`src/rtl/i2c_target_sync.sv`:
```
// Oversampled I2C target: synchronizes SCL/SDA to clk, detects START/STOP, matches a
// fixed 7-bit address and bridges write/read bytes to a one-byte stream interface.
module i2c_target_sync #(
  parameter logic [6:0]  TARGET_ADDR = 7'h01,
  parameter int unsigned SYNC_STAGES = 2
) (
  input  logic       clk,
  input  logic       rst_n,
  input  logic       scl_in,
  input  logic       sda_in,
  output logic       sda_oe,
  output logic [7:0] rx_data,
  output logic       rx_valid,
  input  logic [7:0] tx_data,
  output logic       tx_load,
  output logic       busy,
  output logic       stop_det,
  output logic [2:0] dbg_state
);

  typedef enum logic [2:0] {
    S_IDLE      = 3'd0,
    S_ADDR      = 3'd1,
    S_ADDR_ACK  = 3'd2,
    S_WRITE     = 3'd3,
    S_WRITE_ACK = 3'd4,
    S_READ      = 3'd5,
    S_READ_ACK  = 3'd6,
    S_WAIT_STOP = 3'd7
  } state_t;

  state_t                 r_state;
  logic [SYNC_STAGES-1:0] r_scl_sync;
  logic [SYNC_STAGES-1:0] r_sda_sync;
  logic                   r_scl_prev;
  logic                   r_sda_prev;
  logic [2:0]             r_bit_cnt;
  logic [6:0]             r_shift;
  logic [6:0]             r_tx_shift;
  logic                   r_rw;
  logic                   r_byte_done;

  logic       w_scl_s;
  logic       w_sda_s;
  logic       w_scl_rise;
  logic       w_scl_fall;
  logic       w_start;
  logic       w_stop;
  logic [7:0] w_shift_next;

  // Synchronizers idle high so reset never fabricates a bus edge.
  always_ff @(posedge clk or negedge rst_n) begin
    if (!rst_n) begin
      r_scl_sync <= '1;
      r_sda_sync <= '1;
      r_scl_prev <= 1'b1;
      r_sda_prev <= 1'b1;
    end else begin
      r_scl_sync <= {r_scl_sync[SYNC_STAGES-2:0], scl_in};
      r_sda_sync <= {r_sda_sync[SYNC_STAGES-2:0], sda_in};
      r_scl_prev <= w_scl_s;
      r_sda_prev <= w_sda_s;
    end
  end

  assign w_scl_s      = r_scl_sync[SYNC_STAGES-1];
  assign w_sda_s      = r_sda_sync[SYNC_STAGES-1];
  assign w_scl_rise   = w_scl_s & ~r_scl_prev;
  assign w_scl_fall   = ~w_scl_s & r_scl_prev;
  assign w_start      = w_scl_s & r_sda_prev & ~w_sda_s;
  assign w_stop       = w_scl_s & ~r_sda_prev & w_sda_s;
  assign w_shift_next = {r_shift, w_sda_s};
  assign dbg_state    = r_state;

  always_ff @(posedge clk or negedge rst_n) begin
    if (!rst_n) begin
      r_state     <= S_IDLE;
      r_bit_cnt   <= 3'd0;
      r_shift     <= 7'd0;
      r_tx_shift  <= 7'd0;
      r_rw        <= 1'b0;
      r_byte_done <= 1'b0;
      sda_oe      <= 1'b0;
      rx_data     <= 8'd0;
      rx_valid    <= 1'b0;
      tx_load     <= 1'b0;
      busy        <= 1'b0;
      stop_det    <= 1'b0;
    end else begin
      rx_valid <= 1'b0;
      tx_load  <= 1'b0;
      stop_det <= 1'b0;
      if (w_stop) begin
        r_state     <= S_IDLE;
        r_bit_cnt   <= 3'd0;
        r_byte_done <= 1'b0;
        sda_oe      <= 1'b0;
        busy        <= 1'b0;
        stop_det    <= 1'b1;
      end else if (w_start) begin
        // Repeated start: busy is left alone until the next address decision.
        r_state     <= S_ADDR;
        r_bit_cnt   <= 3'd0;
        r_byte_done <= 1'b0;
        sda_oe      <= 1'b0;
      end else begin
        case (r_state)
          S_IDLE: sda_oe <= 1'b0;
          S_ADDR: begin
            if (w_scl_rise && !r_byte_done) begin
              r_shift   <= w_shift_next[6:0];
              r_bit_cnt <= r_bit_cnt + 3'd1;
              if (r_bit_cnt == 3'd7) begin
                if (w_shift_next[7:1] == TARGET_ADDR) begin
                  r_rw        <= w_shift_next[0];
                  r_byte_done <= 1'b1;
                end else begin
                  r_state <= S_WAIT_STOP;
                  busy    <= 1'b0;
                end
              end
            end else if (w_scl_fall && r_byte_done) begin
              r_byte_done <= 1'b0;
              sda_oe      <= 1'b1;
              busy        <= 1'b1;
              r_state     <= S_ADDR_ACK;
            end
          end
          S_ADDR_ACK: begin
            if (w_scl_fall) begin
              r_bit_cnt <= 3'd0;
              if (!r_rw) begin
                sda_oe  <= 1'b0;
                r_state <= S_WRITE;
              end else begin
                tx_load    <= 1'b1;
                r_tx_shift <= tx_data[6:0];
                sda_oe     <= ~tx_data[7];
                r_state    <= S_READ;
              end
            end
          end
          S_WRITE: begin
            if (w_scl_rise && !r_byte_done) begin
              r_shift   <= w_shift_next[6:0];
              r_bit_cnt <= r_bit_cnt + 3'd1;
              if (r_bit_cnt == 3'd7) begin
                rx_data     <= w_shift_next;
                rx_valid    <= 1'b1;
                r_byte_done <= 1'b1;
              end
            end else if (w_scl_fall && r_byte_done) begin
              r_byte_done <= 1'b0;
              sda_oe      <= 1'b1;
              r_state     <= S_WRITE_ACK;
            end
          end
          S_WRITE_ACK: begin
            if (w_scl_fall) begin
              sda_oe    <= 1'b0;
              r_bit_cnt <= 3'd0;
              r_state   <= S_WRITE;
            end
          end
          S_READ: begin
            // Bit 7 went out on entry; each fall presents the next bit, then releases for the ACK.
            if (w_scl_fall) begin
              if (r_bit_cnt == 3'd7) begin
                sda_oe    <= 1'b0;
                r_bit_cnt <= 3'd0;
                r_state   <= S_READ_ACK;
              end else begin
                sda_oe     <= ~r_tx_shift[6];
                r_tx_shift <= {r_tx_shift[5:0], 1'b0};
                r_bit_cnt  <= r_bit_cnt + 3'd1;
              end
            end
          end
          S_READ_ACK: begin
            if (w_scl_rise && !r_byte_done) begin
              if (w_sda_s) begin
                r_state <= S_WAIT_STOP;
                busy    <= 1'b0;
              end else begin
                r_byte_done <= 1'b1;
              end
            end else if (w_scl_fall && r_byte_done) begin
              r_byte_done <= 1'b0;
              tx_load     <= 1'b1;
              r_tx_shift  <= tx_data[6:0];
              sda_oe      <= ~tx_data[7];
              r_bit_cnt   <= 3'd0;
              r_state     <= S_READ;
            end
          end
          S_WAIT_STOP: sda_oe <= 1'b0;
          default: begin
            r_state <= S_IDLE;
            sda_oe  <= 1'b0;
          end
        endcase
      end
    end
  end

endmodule

```
`config.mk`:
```
export PLATFORM = sky130hd
export DESIGN_NAME = i2c_target_sync
export DESIGN_NICKNAME = d
export VERILOG_FILES = /design/src/rtl/i2c_target_sync.sv
export SDC_FILE = /design/constraint.sdc
export NUM_CORES = 1
export LEC_CHECK = 0
export BUFFER_PORTS_ARGS = -buffer_cell sky130_fd_sc_hd__buf_4
export CAP_MARGIN = 20
export CORE_MARGIN = 8
export CORE_UTILIZATION = 30
export DETAILED_ROUTE_END_ITERATION = 10
export PLACE_DENSITY_LB_ADDON = 0.1
export SYNTH_ARGS = -nofsm -noshare
export SYNTH_HDL_FRONTEND = slang
export SYNTH_SLANG_ARGS = --single-unit
```
`constraint.sdc`:
```
create_clock -name clk -period 2.9 [get_ports clk]
set_clock_uncertainty 0.05 [all_clocks]
set_input_delay 0.58 -clock clk [delete_from_list [all_inputs] [get_ports clk]]
set_output_delay 0.58 -clock clk [all_outputs]
set_load 0.02 [all_outputs]
```
==> flow_summary.ini, run 1 <==
[run_status]
status = completed

[global_route]
grt_max_degree = 42
overflow = 0
grt.total_usage_pct = 10.58
grt_pass1_wl_um = 8666
antenna_found_initial = 0
grt_pass1_vias = 1680

[worst_setup_path]
startpoint_type = flop
worstReg2RegStart = r_bit_cnt[0]$_DFFE_PN0P_
worstPathArrival_ps = 2450
cp-end-kind = flop
required_ps = 3030
r2r_cells = 6
startpoint = r_bit_cnt[0]$_DFFE_PN0P_
r2r_slack_ps = 580
crit_path_max_fanout = 8
crit_path_end = r_tx_shift[1]$_DFFE_PN0P_
r2r-end = r_tx_shift[1]$_DFFE_PN0P_
critical_path_class = reg -> reg

[placement]
gp_congestion = 0.7995
dp_hpwl_um = 3636
dp_cells = 313
port_buffers = 27

[drt]
drtAntennaViolNets = 0
drt-initial-drc-count = 58
firstDrtPassIters = 4
drc_errors = 0
wl_um = 5234
viasPerCell = 5.065
wl_per_cell_um = 16.31
vias = 1626

[cells_and_area]
final_cell_mix = 35 x dfrtp_1, 31 x buf_4, 23 x mux2_2
fill_cells = 777
regArea_sq_mm = 0.001033
multi_input_area_sq_mm = 0.001112
drive_gt1_share_pct = 39.64
syn_to_final_growth_pct = 15.68
nets = 235
layout.cells.non_filler = 321
final_common_cell = dfrtp_1
n_antenna_cell = 0

[floorplanning]
die_x_um = 102.8
die_area_sq_mm = 0.01056
rows = 31
die_height_um = 102.8
core_area_sq_mm = 0.007292
io_pins = 28
initial_utilization_pct = 30.97

[clocking]
ctsResizeCount = 0
cts_made_buffers = 5
cts.sink_count = 41
clockBufferDepth = 2
clk_pin_slew_ps = 90
cts_root_buf = clkbuf_8
cts_setup_buffers = 0
h-tree-depth = 2
worstSkewPairLatency_ps = 300
cts_hold_buf = 0
cts_tree = yes

[logic_synthesis]
syn_nets = 210
synth_edf_count = 0
syn-instance-count = 196
synth_flop_cell = dfrtp_1
syn_area_per_cell_sq_um = 11.52
ys_ff_latch = 41
async_flop_share_pct = 100.0
synthesis.area_sq_mm = 0.002258
yosysUniqueCellTypes = 58
synth_warnings = 0
ys_seq_area_share_pct = 45.76

[sta]
clock.fmax_mhz = 431.1
timing_max_transition_violations_final = 0
relSlewSlack_pct = 57.71
finalCritPeriodShare_pct = 79.99
hold_viol = 0
setup_tns_ps = 0
grt_setup_unrepaired = no
tightest_slew_ps = 634.3
finalSetupViolations = 0
timing.hold.ws_ps = 198.5
period_needed_ps = 2320

[power_and_ir_drop]
pwr_density_cell_mw_per_mm2 = 787.8
peakVddDrop_uv = 279.9
p_leak_nw = 1.202

[worst_hold_path]
min_path_type = in -> async

[run]
max_cap_viol_count = 0
## routing by layer
metal | track usage [%] | vias up | wire [um]
met5 | 0 | - | 0
met4 | 4.894 | 0 | 106
met3 | 2.701 | 8 | 271
met2 | 15.58 | 35 | 2337
met1 | 14.14 | 805 | 2519
li1 | - | 778 | -
## cell families (layout without fill, tap and decap cells)
| family | count (synthesis) | count (layout) | synth area share, % |
|---|---|---|---|
| XOR/XNOR | 1 | 1 | 0.3879 |
| flip-flops | 41 | 41 | 45.76 |
| adder cells (fa/ha/maj) | 2 | 2 | 1.108 |
| AO/OA/AOI/OAI | 51 | 51 | 17.95 |
| AND/OR/NAND/NOR | 52 | 52 | 13.46 |
| multiplexers | 31 | 31 | 16.34 |
| buffers and inverters | 18 | 44 | 4.986 |
## area by class of cell
type / count / area share [%]
multi-input combinational: 137 / 42.58
clock inverter: 3 / 0.8621
tap: 99 / 4.741
timing repair buffer: 31 / 8.908
sequential: 41 / 39.56
clock buffer: 5 / 2.634
inverter: 5 / 0.7184
## stage by stage
step	utilization [%]	setup WS, ps	instance area (sq um)	power (mW)
finish	35.83	580.3	2613	2.058
global route	35.83	469.2	2613	2.203
CTS	35.83	573.1	2613	2.080
detailed placement	34.57	581.2	2521	1.684
global placement	34.57	587.9	2521	1.694
floorplan	-	794.8	2258	1.477
## flip-flops by register name, summed over array words and instances (netlist names)
signal / flops
r_scl_prev: 1
r_scl_sync: 2
r_rw: 1
sda_oe: 1
r_sda_sync: 2
r_byte_done: 1
r_bit_cnt: 3
dbg_state: 3
rx_data: 8
r_sda_prev: 1
stop_det: 1
rx_valid: 1
tx_load: 1
r_shift: 7
busy: 1
r_tx_shift: 7
## power by group
group	internal, mW	switching (mW)
registers	0.694	0.152
clock network	0.169	0.217
logic	0.402	0.424
total	1.26	0.793
## synthesized netlist by cell type, types with 2 or more instances
cell | number | area share (%)
nand2_1 | 7 | 1.2
nor3b_1 | 3 | 1.0
nor3_1 | 2 | 0.44
nor2_1 | 15 | 2.5
a2111oi_2 | 3 | 2.0
a221oi_1 | 2 | 0.78
buf_6 | 4 | 2.0
o21ai_0 | 10 | 2.2
a22oi_1 | 2 | 0.66
mux2_2 | 23 | 11
nand3b_1 | 3 | 1.0
nand3_1 | 4 | 0.89
mux2_4 | 6 | 4.0
ha_1 | 2 | 1.1
inv_1 | 5 | 0.83
a21o_1 | 3 | 1.0
a311o_1 | 2 | 0.89
a21oi_1 | 6 | 1.3
a32o_1 | 2 | 0.89
dfstp_2 | 6 | 7.0
nand2b_1 | 4 | 1.1
buf_4 | 2 | 0.66
a22o_1 | 2 | 0.78
buf_2 | 6 | 1.3
o21a_1 | 2 | 0.66
mux2i_1 | 2 | 0.89
o41ai_1 | 2 | 0.78
dfrtp_1 | 35 | 39
a211oi_1 | 2 | 0.66
## worst min path at each step
stage	from	to	slack (ps)	depth (start not counted)
global route	rst_n	rx_data[4]$_DFFE_PN0P_	240	1
floorplan	rst_n	busy$_DFFE_PN0P_	230	0
finish	rst_n	rx_data[4]$_DFFE_PN0P_	200	1
detailed placement	r_scl_sync[0]$_DFF_PN1_	r_scl_sync[1]$_DFF_PN1_	300	0
CTS	rst_n	rx_data[4]$_DFFE_PN0P_	220	1
global placement	r_sda_sync[0]$_DFF_PN1_	r_sda_sync[1]$_DFF_PN1_	300	0
## worst max-delay path, stage by stage, from the launching register on
cell	delay [ps]
dfrtp_1	390
ha_1	200
ha_1	330
o31ai_4	290
a22oi_2	70
a311o_1	520
mux2_4	360
Power figures use the tool's default switching activity.
==> run 2: changes to the inputs <==
- clock period: 2.9 -> 2.2 ns (I/O delays scaled with it)
==> run 2 against run 1 <==
  * Hold slack got worse by 130 ps
  * Die area stayed put
  * Critical path depth is 2 higher
  * Via count rose by 6.5%
  * Critical endpoint is now dbg_state[2]$_DFFE_PN0P_
==> flow_summary.ini, run 2 (synthesized netlist as in run 1, its figures left out) <==
[drt]
viasPerCell = 5.061
vias = 1731
drtAntennaViolNets = 0
drc_errors = 0
firstDrtPassIters = 4
drt-initial-drc-count = 79
wl_um = 5474
wl_per_cell_um = 16.01

[power_and_ir_drop]
p_sw_share_pct = 36.58
switchingPower_mw = 1.077
comb_power_share_pct = 42.7
clock_power_share_pct = 21.1
share_seq_of_total_power_pct = 36.3
pwr_density_cell_mw_per_mm2 = 1046
p_int_mw = 1.868
peakVddDrop_uv = 324.0
p_leak_nw = 1.328

[floorplanning]
die_x_um = 102.8
initial_utilization_pct = 30.97
core_area_sq_mm = 0.007292
io_pins = 28
die_height_um = 102.8
die_area_sq_mm = 0.01056
rows = 31

[global_route]
antenna_found_initial = 0
grt_pass1_wl_um = 9149
grt_pass1_vias = 1758
grt.total_usage_pct = 11.21
overflow = 0
grt_max_degree = 42

[worst_hold_path]
min_path_type = in -> async

[worst_setup_path]
slowest_stage = or3_1
r2r_cells = 8
startpoint = r_bit_cnt[0]$_DFFE_PN0P_
worstPathArrival_ps = 2230
r2r-end = dbg_state[2]$_DFFE_PN0P_
critical_path_class = reg -> reg
cp_num_buf_inv = 1
crit_path_max_fanout = 6
crit_chain = ha_1 -> ha_2 -> buf_4 -> nand2b_1 -> a22oi_1 -> o22ai_2 -> or3_1 -> a32o_1
startpoint_type = flop
cp-end-kind = flop
required_ps = 2340
cp_slowest_stage_delay_ps = 410
r2r_slack_ps = 110
worstReg2RegStart = r_bit_cnt[0]$_DFFE_PN0P_
cp_top_family = compound AO/OA/AOI/OAI gates

[cells_and_area]
largest-register = rx_data
fill_cells = 758
drive_gt1_share_pct = 46.09
final_common_cell = buf_4
syn_to_final_growth_pct = 24.71
n_antenna_cell = 0
largest_reg_flops = 8
fin_util_pct = 38.62
largestRegisters = rx_data: 8 flops, r_shift: 7 flops, r_tx_shift: 7 flops
final_cell_mix = 51 x buf_4, 35 x dfrtp_1, 23 x mux2_2
nets = 256

[sta]
hold_viol = 0
fin_ws_ps = 111.5
finalSetupViolations = 0
grt_setup_unrepaired = no
tightest_slew_ps = 637.8
finalCritPeriodShare_pct = 94.93
timing_max_transition_violations_final = 0
period_needed_ps = 2088
clock.fmax_mhz = 478.8
relSlewSlack_pct = 57.48

[clocking]
h-tree-depth = 2
clk_pin_slew_ps = 90
cts_root_buf = clkbuf_8
cts_tree = yes
cts_made_buffers = 5
worstSkewPairLatency_ps = 300
cts.sink_count = 41
cts_setup_buffers = 0
cts_hold_buf = 0
ctsResizeCount = 2
clockBufferDepth = 2

[run_status]
status = completed

[placement]
gp_congestion = 0.8249
port_buffers = 27
post-place-ws_ps = -9.086
dp_hpwl_um = 3989

[run]
max_cap_viol_count = 0
==> run 2: cell count changes in the layout (fill, tap and decap cells not counted) <==
cell / change
buf_4: +20
clkinvlp_4: -2
a311o_1: -1
a311o_2: +1
buf_12: +1
bufinv_16: +1
clkinv_4: +1
ha_1: -1
ha_2: +1
o22ai_1: -1
o22ai_2: +1
==> run 2: worst max-delay path by stage <==
stage | slack (ps) | endpoint | cells past startpoint
2_1_floorplan | 90 | r_tx_shift[1]$_DFFE_PN0P_ | 8
3_3_place_gp | 9 | dbg_state[1]$_DFFE_PN0P_ | 8
3_5_place_dp | -9 | dbg_state[1]$_DFFE_PN0P_ | 8
4_1_cts | 50 | r_tx_shift[5]$_DFFE_PN0P_ | 6
5_1_grt | 0.05 | dbg_state[1]$_DFFE_PN0P_ | 4
6_report | 110 | dbg_state[2]$_DFFE_PN0P_ | 8
==> run 2: cell type report <==
class                      count  area, sq um  share of cell area [%]
clock inverter                 3        46.29                   1.644
sequential                    41         1033                   36.69
clock buffer                   5        68.82                   2.443
inverter                       5        18.77                  0.6664
multi-input combinational    137         1122                   39.85
timing repair buffer          52        402.9                   14.30
tap                           99        123.9                   4.398
==> run 2: per-stage QoR <==
step                std cells  power, mW  cell area, sq um  TNS, ps  hold WS (ps)
global route              342      3.138              2816        0         105.1
detailed placement        334      2.329              2691   -9.086         296.8
floorplan                 196      1.947              2258        0         94.41
finish                    342      2.945              2816        0         65.59
global placement          334      2.344              2691        0         296.3
CTS                       342      2.983              2814        0         80.86
==> run 2: metal layers <==
metal	routed length [um]	vias up	track usage (%)
met2	2502	34	17.33
li1	-	822	-
met5	0	-	0
met1	2649	864	14.41
met3	202	11	2.701
met4	119	0	5.228
==> run 2: power by group through the flow <==
stage | clock network (mW) | logic [mW] | registers [mW]
after floorplan | 0 | 0.886 | 1.06
after detailed placement | 0 | 1.25 | 1.08
after global placement | 0 | 1.26 | 1.08
final | 0.620 | 1.26 | 1.07
after global routing | 0.683 | 1.36 | 1.10
after CTS | 0.651 | 1.26 | 1.07
